==> src/rtl/int_pkg.sv <==
// int_pkg: shared definitions for the interrupt controller.
//   INT_NUM_C / INT_NUM_O : interrupt numbers used by the control unit for channels C and O.
//   VEC_BASE_DEFAULT      : default base address of the vector table.
//   VEC_STRIDE_DEFAULT    : default spacing of vector table entries in bytes.
//   chan_state_e          : per-channel state view derived from (pend, isr).
package int_pkg;

  localparam logic [2:0]  INT_NUM_C          = 3'd1;
  localparam logic [2:0]  INT_NUM_O          = 3'd2;
  localparam logic [7:0]  VEC_BASE_DEFAULT   = 8'hF0;
  localparam int unsigned VEC_STRIDE_DEFAULT = 2;

  typedef enum logic [1:0] {
    IDLE,
    PENDING,
    SERVICE,
    SERVICE_PENDING
  } chan_state_e;

  // Map the two flags a channel actually stores onto the state view.
  function automatic chan_state_e chan_state(input logic pend, input logic isr);
    unique case ({isr, pend})
      2'b00:   return IDLE;
      2'b01:   return PENDING;
      2'b10:   return SERVICE;
      default: return SERVICE_PENDING;
    endcase
  endfunction

endpackage

==> src/rtl/int_ctrl_if.sv <==
// int_ctrl_if: control-unit-facing bus of the interrupt controller.
//   master : drives requests, acknowledge/mask/IF controls and int_num; reads status and vector.
//   slave  : the interrupt controller itself.
interface int_ctrl_if;
  logic       c_req;
  logic       o_req;
  logic       IF_set;
  logic       IF_clear;
  logic       c_clear;
  logic       o_clear;
  logic       c_allow;
  logic       o_allow;
  logic       c_ban;
  logic       o_ban;
  logic       ovr_clr;
  logic [2:0] int_num;
  logic       c_shield_out;
  logic       o_shield_out;
  logic       IF_out;
  logic [7:0] vec_out;
  logic       c_isr;
  logic       o_isr;
  logic       c_ovr;
  logic       o_ovr;

  modport master (
    output c_req, o_req, IF_set, IF_clear, c_clear, o_clear, c_allow, o_allow,
           c_ban, o_ban, ovr_clr, int_num,
    input  c_shield_out, o_shield_out, IF_out, vec_out, c_isr, o_isr, c_ovr, o_ovr
  );

  modport slave (
    input  c_req, o_req, IF_set, IF_clear, c_clear, o_clear, c_allow, o_allow,
           c_ban, o_ban, ovr_clr, int_num,
    output c_shield_out, o_shield_out, IF_out, vec_out, c_isr, o_isr, c_ovr, o_ovr
  );
endinterface

==> src/rtl/int_chan.sv <==
// int_chan: one interrupt channel (edge detect, pending, mask, in-service, overrun).
// Optional feature macro: INT_SYNC_EN adds a two-flop synchronizer (reset to 1) on req_i.
//   clk_i, rst_ni : clock, asynchronous active-low reset
//   req_i         : request level; a 0->1 sample is an event
//   clear_i       : acknowledge (clear pending, enter in-service)
//   allow_i       : unmask and leave in-service
//   ban_i         : mask (wins over allow_i)
//   ovr_clr_i     : clear overrun (a simultaneous overrun wins)
//   shield_o      : pending and unmasked
//   isr_o, ovr_o  : in-service flag, sticky overrun flag
module int_chan (
  input  logic clk_i,
  input  logic rst_ni,
  input  logic req_i,
  input  logic clear_i,
  input  logic allow_i,
  input  logic ban_i,
  input  logic ovr_clr_i,
  output logic shield_o,
  output logic isr_o,
  output logic ovr_o
);

  logic req_s;

`ifdef INT_SYNC_EN
  logic [1:0] sync_q;

  // Reset to 1 so a line held high through reset is not seen as an edge.
  always_ff @(posedge clk_i or negedge rst_ni) begin
    if (!rst_ni) begin
      sync_q <= 2'b11;
    end else begin
      sync_q <= {sync_q[0], req_i};
    end
  end

  assign req_s = sync_q[1];
`else
  assign req_s = req_i;
`endif

  logic prev_q, prev_d;
  logic pend_q, pend_d;
  logic en_q, en_d;
  logic isr_q, isr_d;
  logic ovr_q, ovr_d;
  logic edge_ev;

  assign edge_ev = req_s & ~prev_q;

  always_comb begin
    prev_d = req_s;
    // A new event outranks a same-cycle acknowledge.
    pend_d = edge_ev | (pend_q & ~clear_i);
    // No overrun when the old request is acknowledged in the same cycle as the new one.
    ovr_d  = (edge_ev & pend_q & ~clear_i) | (ovr_q & ~ovr_clr_i);
    isr_d  = clear_i | (isr_q & ~allow_i);
    en_d   = ~ban_i & (allow_i | en_q);
  end

  always_ff @(posedge clk_i or negedge rst_ni) begin
    if (!rst_ni) begin
      prev_q <= 1'b1;
      pend_q <= 1'b0;
      en_q   <= 1'b1;
      isr_q  <= 1'b0;
      ovr_q  <= 1'b0;
    end else begin
      prev_q <= prev_d;
      pend_q <= pend_d;
      en_q   <= en_d;
      isr_q  <= isr_d;
      ovr_q  <= ovr_d;
    end
  end

  assign shield_o = pend_q & en_q;
  assign isr_o    = isr_q;
  assign ovr_o    = ovr_q;

endmodule

==> src/rtl/int_ctrl.sv <==
// int_ctrl: two-channel (C, O) interrupt controller for the control unit.
// Optional feature macro: INT_SYNC_EN (two-flop request synchronizers, 3-edge request latency).
//   clk   : system clock
//   reset : asynchronous active-low reset
//   bus   : int_ctrl_if.slave -- requests and controls in; shield, IF, vector, isr, ovr out
// Parameters: VEC_BASE (vector table base), VEC_STRIDE (entry spacing in bytes).
module int_ctrl
  import int_pkg::*;
#(
  parameter logic [7:0]  VEC_BASE   = VEC_BASE_DEFAULT,
  parameter int unsigned VEC_STRIDE = VEC_STRIDE_DEFAULT
) (
  input logic       clk,
  input logic       reset,
  int_ctrl_if.slave bus
);

  logic if_flag_q, if_flag_d;

  int_chan u_chan_c (
    .clk_i     (clk),
    .rst_ni    (reset),
    .req_i     (bus.c_req),
    .clear_i   (bus.c_clear),
    .allow_i   (bus.c_allow),
    .ban_i     (bus.c_ban),
    .ovr_clr_i (bus.ovr_clr),
    .shield_o  (bus.c_shield_out),
    .isr_o     (bus.c_isr),
    .ovr_o     (bus.c_ovr)
  );

  int_chan u_chan_o (
    .clk_i     (clk),
    .rst_ni    (reset),
    .req_i     (bus.o_req),
    .clear_i   (bus.o_clear),
    .allow_i   (bus.o_allow),
    .ban_i     (bus.o_ban),
    .ovr_clr_i (bus.ovr_clr),
    .shield_o  (bus.o_shield_out),
    .isr_o     (bus.o_isr),
    .ovr_o     (bus.o_ovr)
  );

  // Clear has priority over set.
  always_comb begin
    if_flag_d = ~bus.IF_clear & (bus.IF_set | if_flag_q);
  end

  always_ff @(posedge clk or negedge reset) begin
    if (!reset) begin
      if_flag_q <= 1'b0;
    end else begin
      if_flag_q <= if_flag_d;
    end
  end

  assign bus.IF_out = if_flag_q;

  // Purely combinational: the PC loads this in the same cycle int_num is presented.
  assign bus.vec_out = 8'(32'(VEC_BASE) + 32'(bus.int_num) * VEC_STRIDE);

endmodule

==> src/flat_wrapper.sv <==
// flat-port wrapper written by rule: the top's interface ports become plain ports
module int_ctrl_flat import int_pkg::*;
#(
  parameter logic [7:0]  VEC_BASE   = VEC_BASE_DEFAULT,
  parameter int unsigned VEC_STRIDE = VEC_STRIDE_DEFAULT
)
  (clk, reset, bus_c_req, bus_o_req, bus_IF_set, bus_IF_clear, bus_c_clear, bus_o_clear, bus_c_allow, bus_o_allow, bus_c_ban, bus_o_ban, bus_ovr_clr, bus_int_num, bus_c_shield_out, bus_o_shield_out, bus_IF_out, bus_vec_out, bus_c_isr, bus_o_isr, bus_c_ovr, bus_o_ovr);
  int_ctrl_if bus_i ();
  input logic clk;
  input logic reset;
  input wire logic [$bits(bus_i.c_req)-1:0] bus_c_req;
  input wire logic [$bits(bus_i.o_req)-1:0] bus_o_req;
  input wire logic [$bits(bus_i.IF_set)-1:0] bus_IF_set;
  input wire logic [$bits(bus_i.IF_clear)-1:0] bus_IF_clear;
  input wire logic [$bits(bus_i.c_clear)-1:0] bus_c_clear;
  input wire logic [$bits(bus_i.o_clear)-1:0] bus_o_clear;
  input wire logic [$bits(bus_i.c_allow)-1:0] bus_c_allow;
  input wire logic [$bits(bus_i.o_allow)-1:0] bus_o_allow;
  input wire logic [$bits(bus_i.c_ban)-1:0] bus_c_ban;
  input wire logic [$bits(bus_i.o_ban)-1:0] bus_o_ban;
  input wire logic [$bits(bus_i.ovr_clr)-1:0] bus_ovr_clr;
  input wire logic [$bits(bus_i.int_num)-1:0] bus_int_num;
  output wire logic [$bits(bus_i.c_shield_out)-1:0] bus_c_shield_out;
  output wire logic [$bits(bus_i.o_shield_out)-1:0] bus_o_shield_out;
  output wire logic [$bits(bus_i.IF_out)-1:0] bus_IF_out;
  output wire logic [$bits(bus_i.vec_out)-1:0] bus_vec_out;
  output wire logic [$bits(bus_i.c_isr)-1:0] bus_c_isr;
  output wire logic [$bits(bus_i.o_isr)-1:0] bus_o_isr;
  output wire logic [$bits(bus_i.c_ovr)-1:0] bus_c_ovr;
  output wire logic [$bits(bus_i.o_ovr)-1:0] bus_o_ovr;
  assign bus_i.c_req = bus_c_req;
  assign bus_i.o_req = bus_o_req;
  assign bus_i.IF_set = bus_IF_set;
  assign bus_i.IF_clear = bus_IF_clear;
  assign bus_i.c_clear = bus_c_clear;
  assign bus_i.o_clear = bus_o_clear;
  assign bus_i.c_allow = bus_c_allow;
  assign bus_i.o_allow = bus_o_allow;
  assign bus_i.c_ban = bus_c_ban;
  assign bus_i.o_ban = bus_o_ban;
  assign bus_i.ovr_clr = bus_ovr_clr;
  assign bus_i.int_num = bus_int_num;
  assign bus_c_shield_out = bus_i.c_shield_out;
  assign bus_o_shield_out = bus_i.o_shield_out;
  assign bus_IF_out = bus_i.IF_out;
  assign bus_vec_out = bus_i.vec_out;
  assign bus_c_isr = bus_i.c_isr;
  assign bus_o_isr = bus_i.o_isr;
  assign bus_c_ovr = bus_i.c_ovr;
  assign bus_o_ovr = bus_i.o_ovr;
  int_ctrl #(.VEC_BASE(VEC_BASE), .VEC_STRIDE(VEC_STRIDE)) u_core (.clk(clk), .reset(reset), .bus(bus_i));
endmodule
==> config.mk <==
export PLATFORM = sky130hd
export DESIGN_NAME = int_ctrl_flat
export DESIGN_NICKNAME = d
export VERILOG_FILES = /design/src/rtl/int_pkg.sv /design/src/rtl/int_ctrl_if.sv /design/src/rtl/int_chan.sv /design/src/rtl/int_ctrl.sv /design/src/flat_wrapper.sv
export SDC_FILE = /design/constraint.sdc
export NUM_CORES = 1
export LEC_CHECK = 0
export BUFFER_PORTS_ARGS = -buffer_cell sky130_fd_sc_hd__buf_2
export CAP_MARGIN = 5
export CORE_AREA = 2 2 39 41
export DETAILED_ROUTE_END_ITERATION = 16
export DIE_AREA = 0 0 41 43
export GPL_ROUTABILITY_DRIVEN = 0
export PLACE_DENSITY = 0.72
export SETUP_SLACK_MARGIN = 0.05
export SLEW_MARGIN = 20
export SYNTH_ARGS = -nofsm -noshare
export SYNTH_HDL_FRONTEND = slang
export SYNTH_SLANG_ARGS = --single-unit
export TNS_END_PERCENT = 5
==> constraint.sdc <==
create_clock -name clk -period 1.65 [get_ports clk]
set_input_delay 0.495 -clock clk [delete_from_list [all_inputs] [get_ports clk]]
set_output_delay 0.495 -clock clk [all_outputs]
set_load 0.01 [all_outputs]
# Yosys cells after proc, flatten, opt, wreduce, memory -nomap -nowiden
# Index checks and enable logic that the tools add are counted.
[totals] reg_bits=11 input_bits=16 output_inout_bits=15 word_cells=48
[classes] addsub=1 bitwise=36
[op_table] cell="bitwise AND 1 bit" n=17
[op_table] cell="NOT 1 bit" n=10
[op_table] cell="bitwise OR 1 bit" n=9
[op_table] cell="adder 8 x 4 -> 8 bit (first input constant)" n=1

# Longest topological paths before layout
# Gate-level depths: netlist of the first run.
[depth] ltp_word=5 mapped_depth=2 mapped_depth_nobuf=2

# Hierarchy
# Synthesis of the first run repeated with hierarchy kept, for this count alone.
[unflattened] hier_cells=42 area_unflattened_um2=473.0
[by_module_without_submodules] module="int_chan" n_inst=2 cells_per_inst=15 area_each_um2=185.2 seq_area_each_um2=127.6
[by_module_without_submodules] module="int_ctrl" n_inst=1 cells_per_inst=12 area_each_um2=102.6 seq_area_each_um2=25.0

# Least setup slack after synthesis of the first run
# No wires, ideal clock.
[synth_path] kind="register -> output" from="reg u_core.u_chan_o.en_q" to="out bus_o_shield_out" t_arrival_ns=0.660 required_ns=1.155 setup_slack_ns=0.495 path_stages_with_launch=2 n_path_buf=0 cell_sequence="dfstp_2 > and2_1"
[synth_via] elab_chain_cells=1
[synth_rtl] item="start: declaration" line="int_chan.sv:45" text="logic en_q, en_d;"
[synth_rtl] item="start signal: assignment" line="int_chan.sv:72" text="en_q <= en_d;"
[synth_rtl] item="bitwise AND 1 bit" line="int_chan.sv:78" text="assign shield_o = pend_q & en_q;"
[synth_rtl] item="end: declaration" line="flat_wrapper.sv:24" text="output wire logic [$bits(bus_i.o_shield_out)-1:0] bus_o_shield_out;"
# No other way between the ends.

# Worst setup path after layout of the first run
# Same ends and word-level chain as after synthesis.

==> results of run 1 <==
==> worst paths after layout <==
check,from,to,depth (start not counted)
max,u_core.u_chan_o.en_q,bus_o_shield_out,2
min,reset,u_core.bus.IF_out,1
max reg2reg,u_core.u_chan_o.prev_q,u_core.u_chan_o.ovr_o,2
min reg2reg,u_core.u_chan_o.en_q,u_core.u_chan_o.en_q,2
max in group asynchronous,reset,u_core.u_chan_c.en_q,1
min in group clk,bus_o_ban,u_core.u_chan_o.en_q,2
==> synth_stat cells (all sizes together) <==
cell    count
nor2        6
dfrtp       7
o22ai       2
buf         8
nand2b      4
dfstp       4
inv         4
and2        2
nand2       2
a21o        2
conb        2
==> cell type report <==
| cell class | count | area [µm²] | share of cell area (%) |
|---|---|---|---|
| inverters | 4 | 15.0 | 2.53 |
| multi-input cells | 23 | 156 | 26.3 |
| flip-flops and latches | 11 | 280 | 47.2 |
| clock buffers | 3 | 22.5 | 3.79 |
| repair buffers | 19 | 95.1 | 16.0 |
| well taps | 16 | 20.0 | 3.37 |
| clock inverters | 1 | 5.00 | 0.842 |
==> where the power goes <==
part / internal (µW) / total [µW] / switching [µW]
clock: 89.6 / 177 / 87.8
sequential: 292 / 302 / 10.2
combinational: 35.9 / 73.1 / 37.3
==> worst max-delay path, stage by stage (launching register included) <==
cell	delay, ns
dfstp_2	0.53
and2_1	0.11
buf_2	0.12
==> state kept, by name, indices dropped and copies added, names as in the netlist <==
signal,count
u_core.u_chan_c.pend_q,1
u_core.u_chan_o.prev_q,1
u_core.u_chan_o.en_q,1
u_core.bus.IF_out,1
u_core.u_chan_o.ovr_o,1
u_core.u_chan_c.isr_o,1
u_core.u_chan_c.prev_q,1
u_core.u_chan_o.isr_o,1
u_core.u_chan_o.pend_q,1
u_core.u_chan_c.ovr_o,1
u_core.u_chan_c.en_q,1
==> layer usage <==
layer	vias up	track usage [%]	wire, µm
met2	16	16.6	376
met3	2	1.57	64
met5	-	0	0
met4	0	12.0	19
li1	154	-	-
met1	145	11.3	246
==> cell families after synthesis <==
logic type / synth area share [%]
flip-flops: 56.0
AND/OR/NAND/NOR: 19.5
buffers and inverters: 15.0
other: 1.50
AO/OA/AOI/OAI: 8.00
==> through the flow <==
step / util [%] / total power, µW
2_1_floorplan: - / 361
3_3_place_gp: 41.0 / 379
3_5_place_dp: 41.0 / 382
4_1_cts: 42.9 / 565
5_1_grt: 42.9 / 590
6_report: 42.9 / 553
==> out/summary.md, run 1 <==
The tools report the final-stage net count as 78. TritonCTS built the clock tree. The clock input transition at the sequential cells of the worst setup and hold paths is 0.07 ns. The starting utilization of the core area is 36.2%, and the count of clock tree sinks is 11. For this block, the initial DRC count from the detailed router was 2. After synthesis, the largest area contributor takes up 35.0% of total cell area. The tree is rooted in a clkbuf_4.

Data arrives at the worst endpoint at 1.02 ns. In this run, post-CTS repair resized a total of 0 instances. The final critical delay including setup and external delays was 1.51 ns. The worst hold path belongs to the class input port to asynchronous set/reset pin. Static timing analysis puts the maximum clock frequency at 0.661 GHz. The run finished with clean final reports. The repair_antennas step left the layout with diodes totalling 0.

For the via count of the first global-routing pass, the log shows 304. The overall fraction of global-route tracks in use is 10.9%. For the total negative slack, the log shows 0 ns. The average cell area after synthesis was 11.6 µm²; the fraction of the yosys area taken by sequential cells was 56.0%.

Summing all non-filler instances in the final layout gives an area of 594 µm². Dividing the detail-routed via count by the number of cells gives 4.12. For the standard cell area after detailed placement, the log shows 567 µm². The number of distinct library cells after synthesis came out at 11. Setup repair after global routing left no endpoint under its margin. In this run the worst path has a maximum fanout of 2. The detail route stage leaves a number of antenna-violating nets equal to 0.

The biggest area contributor in the post-synthesis netlist is dfrtp_1. The tools report the number of primary I/O pins as 31. Detailed routing inserted a total of 317 vias.

In this run, post-CTS hold repair placed 0 buffers. The number of setup buffers added after CTS is 0. For this design the ratio of total power to cell area is 930 mW/mm².

The floorplan step set the die width to 41 µm. For the worst setup path, the data required time is 1.15 ns. Summed over all layers, the global routing overflow is 0. The number of buffers added on ports is 19.

The insertion delay of the later-clocked pin in the worst-skew pair came out at 0.26 ns. The floorplan step defined a die boundary enclosing 0.00176 mm². TritonCTS created 3 clock buffers. Yosys printed 0 warnings.

The number of cells in the finished layout apart from fillers came out at 77. The worst setup path is captured at a primary output. The clock arrives with 0.000514 ns of skew. Summed over all cells, the static leakage comes to 0.000328 µW.

The wire-length estimate of the detail-placed layout is 601 µm. The layout has 140 filler cells. The pin count of the biggest net entering global routing is 12, and the area overhead of the layout relative to synthesis is 18.8%.

The logs give 0 for the initial antenna violation count and 73 for the count of placed standard cells including taps. The iteration count of the initial detailed-routing pass is 2. The logs give 0.0804 ns for the worst hold slack and 707 µm for the final routed wirelength across all metal layers. Setup slack on the worst reg-to-reg path comes out at 0.83 ns. The max-slew violation count is 0, and the final setup slack of the worst path is 0.137 ns.

Setup violations remaining at the end of the flow were counted as 0. In the finished design, the share of the clock period the worst path needs comes to 91.7%. For the number of hold violations in the final report, the log shows 0. The cell area that synthesis handed to floorplanning was 500 µm². The fraction of layout cells with a size suffix above 1 was 54.1%; the count of state elements after synthesis was 11. After detailed routing, the number of remaining DRC violations is 0. Measured along the y axis, the die boundary spans 43 µm. The top cell types in the final layout, fill and taps aside, are buf_2 (19), dfrtp_1 (7), nor2_1 (6). Leading cell type in the layout, fill and taps excluded: buf_2.

The reported max-cap violation count is 0, and the average detailed-routed wire length per instance is 9.18 µm. After floorplanning, the core was sized to cover 0.00138 mm². Across the VDD grid, the largest voltage drop is 0.414 mV.

The first global-routing pass estimated 1.21 mm of wire. The worst setup path is of the register to primary output kind. Sorting the synthesized cells by area gives the leading types as dfrtp_1 (35%), dfstp_2 (21%), buf_4 (12%). The post-synthesis instance total was 43; the maximum buffer depth of the clock tree was 2. The floorplan has 14 rows. The CTS H-tree depth is 1. The post-placement worst setup slack is 0.420 ns. The type of element launching the critical path is a register.
No activity file was read; power rests on OpenSTA's default activity.
==> run 2, diff against run 1 <==
==> constraint.sdc (replaced) <==
create_clock -name clk -period 1.65 [get_ports clk]
set_input_delay 0.495 -clock clk [delete_from_list [all_inputs] [get_ports clk]]
set_output_delay 0.495 -clock clk [all_outputs]
set_load 0.1 [all_outputs]
==> out/summary.md, run 2 (synthesized netlist as in run 1, its figures left out) <==
The tools report the count of clock tree sinks as 11 (unchanged). The run finished with clean final reports. The number of primary I/O pins was 31 (unchanged). The tools report the max-slew violation count as 0 (unchanged).

The class of the most critical hold timing path is input port to asynchronous set/reset pin. The remaining global-route overflow is 0 (unchanged). Type of element capturing the critical path: a primary output. Number of buffers inserted during clock tree synthesis: 3 (unchanged).

The full die area was 0.00176 mm² (unchanged); the area used by sequential logic in the layout was 280 µm² (unchanged). The die extent in x works out to 41 µm (unchanged). Setup repair after global routing could not meet its margin everywhere.

The placed wire-length estimate after detailed placement came out at 573 µm (-4.6%). The tools report the worst endpoint data arrival time as 1.10 ns (+0.08 ns). The post-placement worst setup slack was 0.308 ns (-0.112 ns); the insertion delay of the later-clocked pin in the worst-skew pair was 0.26 ns (about the same).

For the total of endpoints with negative setup slack in the final report, the log shows 0 (unchanged). TritonCTS built the clock tree. The worst setup path is launched from a register.

The final critical-path share of the clock period is 96.9% (+5.2 points), and the reported max-cap violation count is 0 (unchanged). Final critical delay including setup and external delays: 1.60 ns (+0.0857 ns). The library cells used most frequently in the layout, excluding fill and tap cells, are buf_2 (17), dfrtp_1 (7), nor2_1 (6). Compared with the post-synthesis result, the final layout area differs by 25.5%. For the final setup slack of the worst path, the log shows 0.0515 ns (-0.0857 ns).

The run gives 1.06 mm (-12%) as the global-route wire length before repair. Walking the worst path, the cells encountered are and2_4 > buf_12. CTS H-tree depth: 1 (unchanged). The run gives 14 (unchanged) as the row count.

The fraction of layout cells with a size suffix above 1 came out at 55.7% (+1.6 points). The number of routed nets with antenna violations came out at 0 (unchanged). The run gives 0 (unchanged) as the initial antenna violation count. The standard cell area after detailed placement was 598 µm² (+5.5%). The logs give 628 µm² (+5.7%) for the post-route cell area and 267 (-12%) for the via count of the first global-routing pass. The total negative slack was 0 ns (unchanged). The worst-path cell with the longest stage delay was dfstp_2. The top fanout value on the critical path came out at 2 (unchanged).

The library cell used most frequently in the layout, excluding fill and tap cells, is buf_2. The buffers inserted during post-CTS setup optimization was 0 (unchanged); the height of the chip was 43 µm (unchanged). The logs give 0.626 GHz (-5.4%) for the achievable frequency and 78 (unchanged) for the final-stage net count. The tools report the final clock skew as 0.000396 ns (-0.000118 ns).

The gate family responsible for the most delay along the worst path was flip-flops. The area of the placeable core was 0.00138 mm² (unchanged); the final routed wirelength across all metal layers was 701 µm (-0.85%). The worst hold slack is 0.0847 ns (+0.00432 ns), and the antenna cell count is 0 (unchanged). The clock input transition at the sequential cells of the worst setup and hold paths is 0.07 ns (about the same), and the longest individual stage delay on the worst path is 0.53 ns (about the same).

The worst setup path is of the register to primary output kind. The overall fraction of global-route tracks in use was 9.70% (-1.2 points); the power per unit of standard cell area was 1090 mW/mm² (+17%). The data required time of the critical path was 1.15 ns (about the same); the number of inserted filler cells in the final layout was 127 (-9.3%). The starting utilization of the core area is 36.2% (unchanged), and the area of the multi-input gates is 161 µm² (+3.2%). The number of buffer and inverter instances along the worst setup path works out to 1 (unchanged). The average detailed-routed wire length per instance is 9.10 µm (-0.85%), and the total vias in the final route is 311 (-1.9%). The tools report the utilization after layout as 45.4% (+2.4 points). The pin count of the biggest net entering global routing was 12 (unchanged). The number of hold violations in the final report is 0 (unchanged). The number of buffers added on ports works out to 19 (unchanged).

DRC violation count after routing: 0 (unchanged). CTS placed an instance of clkbuf_4 at the clock tree root. The static power due to leakage was 0.000336 µW (+2.2%); the peak ir drop on the vdd network was 0.532 mV (+28%).

The via count normalized by instance count is 4.04 (-1.9%). The iteration count of the initial detailed-routing pass is 4 (+2), and the maximum buffer depth of the clock tree is 2 (unchanged). The first-iteration detailed-routing DRC count is 4 (+2). The total of hold buffers inserted after clock tree synthesis was 0 (unchanged).
run 2: worst reg2reg max path, delay by kind of cell (launching register included):
family	cells	cell delay [ns]
flip-flops	1	0.52
AND/OR/NAND/NOR	1	0.11
AO/OA/AOI/OAI	1	0.06
run 2: through the flow:
| step | power (µW) | cells |
|---|---|---|
| 3_5_place_dp | 511 | 73 |
| 4_1_cts | 695 | 77 |
| 3_3_place_gp | 510 | 73 |
| 5_1_grt | 718 | 77 |
| 6_report | 686 | 77 |
| 2_1_floorplan | 506 | 46 |
run 2: final cells by class:
cell class	count	share of cell area, %
tap	16	3.19
multi-input combinational	23	25.7
inverter	4	2.39
clock buffer	4	4.18
sequential	11	44.6
timing repair buffer	19	19.9
run 2: path summary, 6_finish.rpt:
| path | startpoint | to | slack [ns] | cells past startpoint |
|---|---|---|---|---|
| max | u_core.u_chan_o.en_q | bus_o_shield_out | 0.05 | 2 |
| min | reset | u_core.u_chan_c.ovr_o | 0.08 | 1 |
| max reg2reg | u_core.u_chan_c.prev_q | u_core.u_chan_c.ovr_o | 0.84 | 2 |
| min reg2reg | u_core.u_chan_o.isr_o | u_core.u_chan_o.isr_o | 0.47 | 1 |
| min in group clk | bus_c_ban | u_core.u_chan_c.en_q | 0.34 | 2 |
| max in group asynchronous | reset | u_core.u_chan_o.prev_q | 1.31 | 1 |
run 2: per-layer routing:
metal,share of wire (%),global-route usage (%)
met3,5.3,1.57
met4,3.1,12.0
met2,57,12.8
met1,34,11.2
met5,0,0
run 2: where the power goes:
part | total [µW] | leakage (µW) | switching (µW) | internal, µW
logic | 205 | 0.000193 | 158 | 47.1
registers | 303 | 0.000127 | 10.5 | 292
clock network | 179 | 0.0000150 | 85.5 | 93.4
total | 686 | 0.000336 | 254 | 433
run 2: timing repair:
item / 4_1_cts / 5_1_grt
endpoints found under the setup margin: 2 / 2
pin swaps: 0 / 0
resized for setup: 2 / 0
==> run 3, diff against run 2 <==
--- a/config.mk
+++ b/config.mk
@@ -8,9 +8,11 @@
 export BUFFER_PORTS_ARGS = -buffer_cell sky130_fd_sc_hd__buf_2
 export CAP_MARGIN = 5
-export CORE_AREA = 2 2 39 41
+export CELL_PAD_IN_SITES_DETAIL_PLACEMENT = 1
+export CELL_PAD_IN_SITES_GLOBAL_PLACEMENT = 2
+export CORE_MARGIN = 1.5
+export CORE_UTILIZATION = 24
 export DETAILED_ROUTE_END_ITERATION = 16
-export DIE_AREA = 0 0 41 43
 export GPL_ROUTABILITY_DRIVEN = 0
-export PLACE_DENSITY = 0.72
+export PLACE_DENSITY_LB_ADDON = 0.1
 export SETUP_SLACK_MARGIN = 0.05
 export SLEW_MARGIN = 20
==> constraint.sdc (replaced) <==
create_clock -name clk -period 1.65 [get_ports clk]
set_input_delay 0.495 -clock clk [delete_from_list [all_inputs] [get_ports clk]]
set_output_delay 0.495 -clock clk [all_outputs]
set_load 0.01 [all_outputs]
==> out/summary.md, run 3 (synthesized netlist as in run 1, its figures left out) <==
The type of element launching the critical path is a register. The pin count of the biggest net entering global routing is 12 (unchanged), and the via count normalized by instance count is 3.69 (-8.6%). The tools report the first-iteration detailed-routing DRC count as 1 (-3). Post-cts sizing count: 0 (-2). The path class of the tightest hold or removal check is input port to asynchronous set/reset pin. The run gives 0 (unchanged) as the remaining global-route overflow. The beginning of the worst register-to-register path is u_core.u_chan_c.prev_q.

The average detailed-routed wire length per instance works out to 10.0 µm (+9.8%). The final critical delay including setup and external delays works out to 1.51 ns (-0.0875 ns). The tools report the number of cells in the finished layout apart from fillers as 88 (+14%).

The buffers inserted during post-CTS setup optimization was 0 (unchanged); the count of clock tree sinks was 11 (unchanged). Top fanout value on the critical path: 2 (unchanged). The part of the power in the clock network is 32.0% (+5.9 points), and the insertion delay of the later-clocked pin in the worst-skew pair is 0.26 ns (about the same). The tools report the final routed wirelength across all metal layers as 880 µm (+26%). The total of hold buffers inserted after clock tree synthesis was 0 (unchanged). Switching part of the total power: 24.0% (-13 points). The area overhead of the layout relative to synthesis is 21.2%, and the height of the chip is 48.7 µm (+13%).

The logs give 31 (unchanged) for the number of primary I/O pins and 421 µW (-2.6%) for the internal power of the cells. The full die area was 0.00237 mm² (+34%); the worst hold slack was 0.0902 ns (+0.00546 ns). Critical register-to-register path endpoint: u_core.u_chan_c.ovr_o. The number of routed nets with antenna violations is 0 (unchanged), and the relative contribution of combinational cells to total power is 13.5% (-16 points). The data required time of the critical path is 1.15 ns (about the same), and the internal reg-to-reg setup slack is 0.85 ns (about the same). The wire length on met2 came out at 373 µm (-7.4%).

Power consumption: 554 µW (-19%). The tools report the max-slew violation count as 0 (unchanged). The total negative slack was 0 ns (unchanged). Total of endpoints with negative setup slack in the final report: 0 (unchanged). The worst-path cell with the longest stage delay is dfstp_2. The final clock skew is 0.00615 ns (+0.00575 ns), and the longest individual stage delay on the worst path is 0.53 ns (about the same). Final critical-path share of the clock period: 91.6% (-5.3 points). The static power due to leakage is 0.000326 µW (-3.0%). The power spent charging and discharging nets is 133 µW (-48%). For the number of buffers inserted during clock tree synthesis, the log shows 3 (unchanged).

The power per unit of standard cell area is 913 mW/mm² (-16%). STA classifies the critical path endpoint as a primary output. The iteration count of the initial detailed-routing pass is 2 (-2), and the final setup slack of the worst path is 0.139 ns (+0.0875 ns). TritonCTS built the clock tree.

The DRC violation count after routing came out at 0 (unchanged). Walking the worst path, the cells encountered are and2_1 > buf_2. The CTS H-tree depth is 1 (unchanged).

The peak ir drop on the vdd network came out at 0.375 mV (-30%). The total vias in the final route is 325 (+4.5%). The logs give 2 (unchanged) for the maximum buffer depth of the clock tree and 740 µm (+29%) for the placed wire-length estimate after detailed placement. Clock input transition at the sequential cells of the worst setup and hold paths: 0.07 ns (about the same). The global-route wire length before repair was 1.52 mm (+44%). The root cell of the clock tree is clkbuf_4. The logs give 0 (unchanged) for the antenna cell count and 0 (unchanged) for the reported max-cap violation count.

Fraction of layout cells with a size suffix above 1: 52.5% (-3.3 points). The logs give 93 µm (+150%) for the met3 wire length and 0.662 GHz (+5.8%) for the achievable frequency. For the count of placed standard cells including taps, the log shows 84 (+15%).

The kind of critical path was register to primary output. The die extent in x was 48.7 µm (+19%); the share of power burned in registers was 54.5% (+10 points). The number of cell instances on the worst register-to-register path works out to 2 (unchanged).

The library cell used most frequently in the layout, excluding fill and tap cells, is buf_2. The tools report the number of hold violations in the final report as 0 (unchanged). The initial antenna violation count came out at 0 (unchanged).

The flow ran to the end, and the final reports show no timing, DRC or antenna violations. The area of the placeable core was 0.00196 mm² (+42%). The wire length on met1 came out at 405 µm (+71%).

Setup repair after global routing left no endpoint under its margin. The number of inserted filler cells in the final layout is 242 (+91%), and the row count is 16 (+2). The number of buffers added on ports was 19 (unchanged); the worst endpoint data arrival time was 1.02 ns (-0.08 ns).

The via count of the first global-routing pass came out at 351 (+31%). The tools report the starting utilization of the core area as 25.5% (-11 points). The library cells used most frequently in the layout, excluding fill and tap cells, are buf_2 (19), dfrtp_1 (7), nor2_1 (6).

The final-stage net count came out at 78 (unchanged). For the overall fraction of global-route tracks in use, the log shows 8.64% (-1.1 points). The post-placement worst setup slack is 0.418 ns (+0.110 ns). The uppermost layer routed was met4.
## run 3: cell counts in the layout (fill, tap and decap cells not counted)
Identical to the previous run, type by type.
## run 3: per-stage QoR
step	instance area [µm²]	utilization [%]
finish	607	30.9
global route	607	30.9
CTS	607	30.9
detailed placement	581	29.6
global placement	581	29.6
floorplan	512	-
## run 3: metal layers
metal	GRT usage (%)	vias to the layer above
met5	0	-
met4	7.14	0
met3	3.09	2
met2	11.9	20
met1	10.7	147
li1	-	156
## run 3: worst max-delay path: cells and delay by family (launching register included)
family / cells / cell delay (ns)
buffers and inverters: 1 / 0.12
flip-flops: 1 / 0.53
AND/OR/NAND/NOR: 1 / 0.11
## run 3: worst max path at each step
stage,cells past startpoint,endpoint,start,slack (ns)
2_1_floorplan,1,bus_o_shield_out,u_core.u_chan_o.en_q,0.49
3_3_place_gp,2,bus_o_shield_out,u_core.u_chan_o.en_q,0.42
3_5_place_dp,2,bus_o_shield_out,u_core.u_chan_o.en_q,0.42
4_1_cts,2,bus_o_shield_out,u_core.u_chan_o.en_q,0.12
5_1_grt,2,bus_o_shield_out,u_core.u_chan_o.en_q,0.09
6_report,2,bus_c_shield_out,u_core.u_chan_c.en_q,0.14
## run 3: layout make-up
class                           instances  area [µm²]  area share (%)
Tap cell                               27        33.8            5.57
Sequential cell                        11         280            46.2
Timing Repair Buffer                   19        95.1            15.7
Clock buffer                            4        26.3            4.33
Multi-Input combinational cell         23         156            25.8
Inverter                                4        15.0            2.47
## run 3: power by group through the flow
stage | Combinational, µW | Clock (µW) | Sequential [µW]
6_report | 74.8 | 178 | 302
3_3_place_gp | 76.3 | 0 | 307
3_5_place_dp | 76.3 | 0 | 307
2_1_floorplan | 50.7 | 0 | 310
5_1_grt | 83.9 | 200 | 304
4_1_cts | 76.7 | 191 | 302
